`config.mk`:
```
export PLATFORM = sky130hd
export DESIGN_NAME = sr_excitation_sequencer
export DESIGN_NICKNAME = d
export VERILOG_FILES = /design/src/rtl/sr_excitation_sequencer.sv
export SDC_FILE = /design/constraint.sdc
export NUM_CORES = 1
export LEC_CHECK = 0
export BUFFER_PORTS_ARGS = -buffer_cell sky130_fd_sc_hd__buf_4
export CAP_MARGIN = 10
export CORE_AREA = 5 5 70 72
export CTS_BUF_LIST = sky130_fd_sc_hd__clkbuf_8
export DETAILED_ROUTE_END_ITERATION = 6
export DIE_AREA = 0 0 75 77
export GPL_TIMING_DRIVEN = 0
export PLACE_DENSITY = 0.64
export SLEW_MARGIN = 10
export SYNTH_ARGS = -nofsm -noshare
export SYNTH_HDL_FRONTEND = slang
export SYNTH_SLANG_ARGS = --single-unit
```
`constraint.sdc`:
```
create_clock -name CLK -period 1.81 [get_ports CLK]
set_clock_uncertainty 0.2 [all_clocks]
set_input_delay 0 -clock CLK [delete_from_list [all_inputs] [get_ports CLK]]
set_output_delay 0 -clock CLK [all_outputs]
set_load 0.1 [all_outputs]
```
`src/rtl/sr_excitation_sequencer.sv`:
```
// ---------------------------------------------------------------------------
// sr_excitation_sequencer
//
// Drive side of an SR flip-flop. It walks an attached SR storage element
// through a loaded target bit pattern. The sequencer keeps its own model of
// Q and issues S/R drive from the SR excitation table. It also checks the
// element's Q, fed back on Q_FB, against the value it expects.
//
// Run timeline (eK is the K-th rising edge, where e0 accepts START):
//   e0            capture PATTERN/LEN, drive a clear (S=0, R=1)
//   e1 .. eLEN    issue pattern bits 0 .. LEN-1
//   e(LEN+1)      stop driving (S=0, R=0)
//   e2 .. e(LEN+2) compare Q_FB with the target issued two edges earlier
//   e(LEN+2)      last check, DONE pulse, back to IDLE
//
// Ports:
//   CLK      clock, all state changes on the rising edge
//   RST      asynchronous active-high reset
//   START    run request, sampled only in IDLE
//   PATTERN  target Q sequence, bit 0 first, captured on the accepted START
//   LEN      number of bits to run; 0 or values above N are treated as N
//   Q_FB     Q output of the driven flip-flop
//   S, R     registered set/reset drive, never both high
//   BUSY     high while a run is in progress
//   DONE     one-cycle pulse at the end of a run
//   ERR      sticky mismatch flag for the current or last run
//   ERR_IDX  step index of the first mismatch (step 0 is the clear)
// ---------------------------------------------------------------------------
module sr_excitation_sequencer #(
  parameter int N  = 8,
  parameter int IW = 4
) (
  input  logic          CLK,
  input  logic          RST,
  input  logic          START,
  input  logic [N-1:0]  PATTERN,
  input  logic [IW-1:0] LEN,
  input  logic          Q_FB,
  output logic          S,
  output logic          R,
  output logic          BUSY,
  output logic          DONE,
  output logic          ERR,
  output logic [IW-1:0] ERR_IDX
);

  typedef enum logic [1:0] {
    IDLE  = 2'd0,
    CLEAR = 2'd1,
    RUN   = 2'd2,
    DRAIN = 2'd3
  } state_t;

  localparam logic [IW-1:0] N_IW = IW'(N);

  // Selects bit i of v. A shift is used so the index width need not match
  // the pattern's address width.
  function automatic logic bit_at(input logic [N-1:0] v, input logic [IW-1:0] i);
    logic [N-1:0] sh;
    sh = v >> i;
    return sh[0];
  endfunction

  // SR excitation table: returns {S, R} that moves Q from m to t.
  // A hold (t == m) leaves both inputs low, so S and R are never both high.
  function automatic logic [1:0] excite(input logic m, input logic t);
    return {~m & t, m & ~t};
  endfunction

  state_t        state, state_nxt;
  logic [N-1:0]  pat, pat_nxt;
  logic [IW-1:0] len, len_nxt;
  logic [IW-1:0] idx, idx_nxt;        // next pattern bit to issue
  logic [IW-1:0] chk_step, chk_nxt;   // step number of the next check
  logic          model, model_nxt;    // expected Q after the last issued drive
  logic          exp1, exp1_nxt;      // target issued one edge ago
  logic          exp2, exp2_nxt;      // target issued two edges ago
  logic          s_nxt, r_nxt;
  logic          busy_nxt, done_nxt;
  logic          err_nxt;
  logic [IW-1:0] err_idx_nxt;
  logic          issue_bit;
  logic          chk_en;

  // -------------------------------------------------------------------------
  // State and output registers
  // -------------------------------------------------------------------------
  // NOTE: sequential state uses non-blocking assignments so that every
  // register samples the pre-edge values of the others.
  always_ff @(posedge CLK or posedge RST) begin
    if (RST) begin
      state    <= IDLE;
      pat      <= '0;
      len      <= '0;
      idx      <= '0;
      chk_step <= '0;
      model    <= 1'b0;
      exp1     <= 1'b0;
      exp2     <= 1'b0;
      S        <= 1'b0;
      R        <= 1'b0;
      BUSY     <= 1'b0;
      DONE     <= 1'b0;
      ERR      <= 1'b0;
      ERR_IDX  <= '0;
    end else begin
      state    <= state_nxt;
      pat      <= pat_nxt;
      len      <= len_nxt;
      idx      <= idx_nxt;
      chk_step <= chk_nxt;
      model    <= model_nxt;
      exp1     <= exp1_nxt;
      exp2     <= exp2_nxt;
      S        <= s_nxt;
      R        <= r_nxt;
      BUSY     <= busy_nxt;
      DONE     <= done_nxt;
      ERR      <= err_nxt;
      ERR_IDX  <= err_idx_nxt;
    end
  end

  // -------------------------------------------------------------------------
  // Next-state and output logic
  // -------------------------------------------------------------------------
  // NOTE: every signal written here gets a default first, so no path can
  // leave one unassigned and infer a latch.
  always_comb begin
    state_nxt   = state;
    pat_nxt     = pat;
    len_nxt     = len;
    idx_nxt     = idx;
    chk_nxt     = chk_step;
    model_nxt   = model;
    exp1_nxt    = 1'b0;
    exp2_nxt    = exp1;       // expected-value pipeline always advances
    s_nxt       = 1'b0;
    r_nxt       = 1'b0;
    busy_nxt    = BUSY;
    done_nxt    = 1'b0;
    err_nxt     = ERR;
    err_idx_nxt = ERR_IDX;
    issue_bit   = 1'b0;
    chk_en      = 1'b0;

    unique case (state)
      IDLE: begin
        if (START) begin
          pat_nxt     = PATTERN;
          len_nxt     = (LEN == '0 || LEN > N_IW) ? N_IW : LEN;
          err_nxt     = 1'b0;
          err_idx_nxt = '0;
          busy_nxt    = 1'b1;
          r_nxt       = 1'b1;   // clear drive: the flip-flop's Q goes to 0
          model_nxt   = 1'b0;
          exp1_nxt    = 1'b0;   // step 0 expects the cleared value
          state_nxt   = CLEAR;
        end
      end

      CLEAR: begin
        // Issue pattern bit 0 on the edge that leaves CLEAR.
        issue_bit        = pat[0];
        {s_nxt, r_nxt}   = excite(model, issue_bit);
        model_nxt        = issue_bit;
        exp1_nxt         = issue_bit;
        idx_nxt          = IW'(1);
        chk_nxt          = '0;
        state_nxt        = RUN;
      end

      RUN: begin
        chk_en = 1'b1;
        if (idx == len) begin
          // All bits issued: stop driving and collect the last check.
          state_nxt = DRAIN;
        end else begin
          issue_bit      = bit_at(pat, idx);
          {s_nxt, r_nxt} = excite(model, issue_bit);
          model_nxt      = issue_bit;
          exp1_nxt       = issue_bit;
          idx_nxt        = idx + IW'(1);
        end
      end

      DRAIN: begin
        chk_en    = 1'b1;
        busy_nxt  = 1'b0;
        done_nxt  = 1'b1;
        state_nxt = IDLE;
      end

      default: state_nxt = IDLE;
    endcase

    // Feedback check. Only the first mismatch of a run is recorded, so
    // ERR_IDX points at the earliest failing step.
    if (chk_en) begin
      chk_nxt = chk_step + IW'(1);
      if ((Q_FB != exp2) && !ERR) begin
        err_nxt     = 1'b1;
        err_idx_nxt = chk_step;
      end
    end
  end

endmodule

```
==> impl_metrics.yaml <==
run_status:
  outcome: "finished with violations"
  violations: "negative setup slack"
sta:
  fin_ws_ns: -0.1141
  post-route-period-util_pct: 106.3
  worst_slew_pin_slew_ns: 0.6452
  hold_viol_final: 0
  slew_violations: 0
  timing.fmax_ghz: 0.5197
  period_needed_ns: 1.924
  rsz0062_at_grt: "yes"
  finalSetupViolCount: 4
  slew_headroom_pct: 56.94
  finalSetupTns_ns: -0.2170
power_and_ir_drop:
  vdd_drop_max_v: 0.0008388
  power_mw: 4.239
  leakage_nw: 1.088
  p_int_mw: 2.347
  switching_share_pct: 44.64
  power_density_mw_per_mm2: 1856
  p_sw_mw: 1.892
  sequentialPowerShare_pct: 31.0
  clkPwrFrac_pct: 13.1
  pwr-share-comb_pct: 55.8
die:
  die-area_sq_mm: 0.005775
  die_x_microns: 75
  pin_count: 25
  rows: 24
  start_util_pct: 37.71
  die_y_microns: 77
  core_area_sq_mm: 0.004234
global_route:
  grt_usage_pct: 13.48
  grt_max_degree: 21
  grt-ovfl-total: 0
  grt_pass1_wl_mm: 5.989
  grt_pass1_vias: 1317
  antenna_found_initial: 0
yosys:
  synth.avg_cell_area_sq_um: 11.01
  syn_nets: 167
  synthCells: 145
  syn_area_sq_mm: 0.001597
  ys_types: 34
  yosys_warnings: 0
  yosysSeqAreaShare_pct: 53.29
  ys_ff_latch: 34
finish:
  fin_cells: 252
  diodes: 0
  final_layout_size_suffix_gt1_share_pct: 33.00
  nets: 222
  syn2layout_area_growth_pct: 43.10
  n_fill_cell: 354
  final_util_pct: 53.96
cts:
  cts-root-buf: "clkbuf_8"
  clk_latency_ns: 0.29
  numCtsBuffers: 5
  ctsLongestPathBuffers: 2
  cts_tree: "built"
  htree_levels: 2
  clkSlewWorstSetupHoldPaths_ns: 0.07
  clock-sinks: 34
placement:
  dp.cells: 222
  pre_cts_ws_ns: -0.2915
  io_buffers: 24
  gp_congestion: 0.8018
  hpwl_mm: 2.453
route:
  firstDrtPassIters: 4
  wl_per_cell_microns: 15.47
  totalWireLength_mm: 3.899
  postRouteAntennaNets: 0
  via_per_inst: 5.238
  dr.first_iter.drc_count: 67
  drc: 0
  vias: 1320
worst_setup_path:
  startpoint_type: "flip-flop"
  worst_ep_required_time_ns: 1.78
  path_cells: "xor2_1, o41a_1, buf_6, a21oi_4, mux2_4"
  crit_buf_inv: 1
  slowest_delay_ns: 0.44
  cp_max_fo: 5
  cp_data_arrival_time_ns: 1.89
  endpoint_kind: "flip-flop"
  crit_type: "reg2reg"
  cp_top_family: "compound AO/OA/AOI/OAI gates"
  cp_slowest_cell: "dfrtp_2"
min_path:
  hold_path_class: "in2reg"
run:
  max-cap-violations: 0
-- stage by stage --
step / area (sq um) / hold WS, ns
final: 2285 / 0.1138
after global routing: 2285 / 0.1412
after detailed placement: 1878 / -0.07523
after CTS: 2210 / 0.008920
after floorplan: 1605 / -0.05847
after global placement: 1851 / 0.03290
-- Yosys cell counts --
cell type | instances | area, sq um
mux2i_1 | 4 | 40.04
nand3b_1 | 1 | 7.510
a22o_1 | 1 | 8.760
nor2b_1 | 1 | 6.260
buf_4 | 1 | 7.510
and2b_1 | 1 | 7.510
nand4_1 | 2 | 12.51
nand2_1 | 21 | 78.83
buf_1 | 2 | 7.510
o21ai_0 | 15 | 75.07
dfrtp_1 | 34 | 850.8
a31oi_1 | 2 | 12.51
and3_1 | 1 | 6.260
clkbuf_1 | 2 | 7.510
a41o_1 | 3 | 30.03
a21oi_1 | 2 | 10.01
a21o_1 | 2 | 15.01
o22a_1 | 1 | 8.760
ha_1 | 6 | 75.07
mux4_2 | 1 | 22.52
a221oi_1 | 1 | 8.760
nand4b_1 | 1 | 8.760
inv_1 | 5 | 18.77
a21oi_2 | 1 | 8.760
nor4_1 | 1 | 6.260
a2bb2oi_1 | 1 | 8.760
o41a_1 | 1 | 11.26
xor2_1 | 4 | 35.03
nand2b_1 | 5 | 31.28
buf_2 | 1 | 5.000
mux2_2 | 10 | 112.6
xnor2_1 | 1 | 8.760
nor2_1 | 6 | 22.52
nor3_1 | 4 | 20.02
-- cells in the final DEF, fill, tap and decap left out, types with 3 or more instances in the layout --
| cell type | Yosys | final |
|---|---|---|
| clkbuf_8 | 0 | 6 |
| dlygate4sd3_1 | 0 | 17 |
| buf_6 | 0 | 3 |
| xor2_1 | 4 | 4 |
| nor2_1 | 6 | 4 |
| inv_1 | 5 | 5 |
| a41o_1 | 3 | 3 |
| dfrtp_1 | 34 | 32 |
| mux2_2 | 10 | 8 |
| buf_4 | 1 | 30 |
| mux2i_1 | 4 | 4 |
| nor3_1 | 4 | 3 |
| o21ai_0 | 15 | 15 |
| nand2b_1 | 5 | 5 |
| ha_1 | 6 | 3 |
| nand2_1 | 21 | 20 |
-- flip-flops by register name, summed over array words and instances, names as in the netlist --
signal	cells
BUSY	1
DONE	1
ERR	1
ERR_IDX	4
R	1
S	1
chk_step	4
exp1	1
exp2	1
idx	4
len	4
model	1
pat	8
state	2
-- cell type report --
cell class	instances	area, sq um	share of cell area [%]
Clock inverter	1	3.754	0.1643
Sequential cell	34	853.3	37.35
Tap cell	52	65.06	2.848
Clock buffer	6	82.58	3.614
Buffer	5	42.54	1.862
Timing Repair Buffer	48	422.9	18.51
Multi-Input combinational cell	101	795.8	34.83
Inverter	5	18.77	0.8215
-- power groups by stage --
stage	clock, mW	sequential (mW)	combinational (mW)
floorplan	0	1.74	1.01
global placement	0	1.30	1.82
detailed placement	0	1.32	1.89
CTS	0.574	1.29	2.15
global route	0.601	1.35	2.52
finish	0.557	1.31	2.37
-- kinds of logic after synthesis --
logic type	synth area share (%)
AND/OR/NAND/NOR	13.01
multiplexers	10.97
flip-flops	53.29
AO/OA/AOI/OAI	12.38
XOR/XNOR	2.743
buffers and inverters	2.900
adder cells (fa/ha/maj)	4.702
-- final timing paths --
check | start | end | slack [ns] | depth (start not counted)
setup / recovery | idx[1] | state[1] | -0.11 | 5
max in group asynchronous | RST | chk_step[0] | 0.72 | 4
min in group asynchronous | RST | pat[1] | 0.16 | 3
hold / removal | Q_FB | ERR_IDX[0] | 0.11 | 5
setup reg to reg | idx[1] | state[1] | -0.11 | 5
hold reg to reg | exp1 | exp2 | 0.16 | 0
-- layer usage --
layer | routed length [microns] | global-route usage [%] | vias up
met5 | 0 | 0 | -
met2 | 2134 | 23.17 | 37
met1 | 1495 | 15.48 | 657
met3 | 209 | 4.444 | 6
li1 | - | - | 620
met4 | 59 | 4.093 | 0
-- tightest hold or removal path: stages --
cell,delay (ns)
buf_4,0.09
xnor2_1,0.25
nor3_4,0.08
nand2_1,0.06
o21ai_0,0.07
-- repair_timing --
action | CTS | global route
pin swaps | 3 | 2
hold endpoints to repair | 27 | 0
hold buffers | 17 | 0
cloned | 0 | 1
setup endpoints to repair | 21 | 26
resized for setup | 11 | 14
setup buffers | 5 | 1
(Power assumes the default switching activity.)
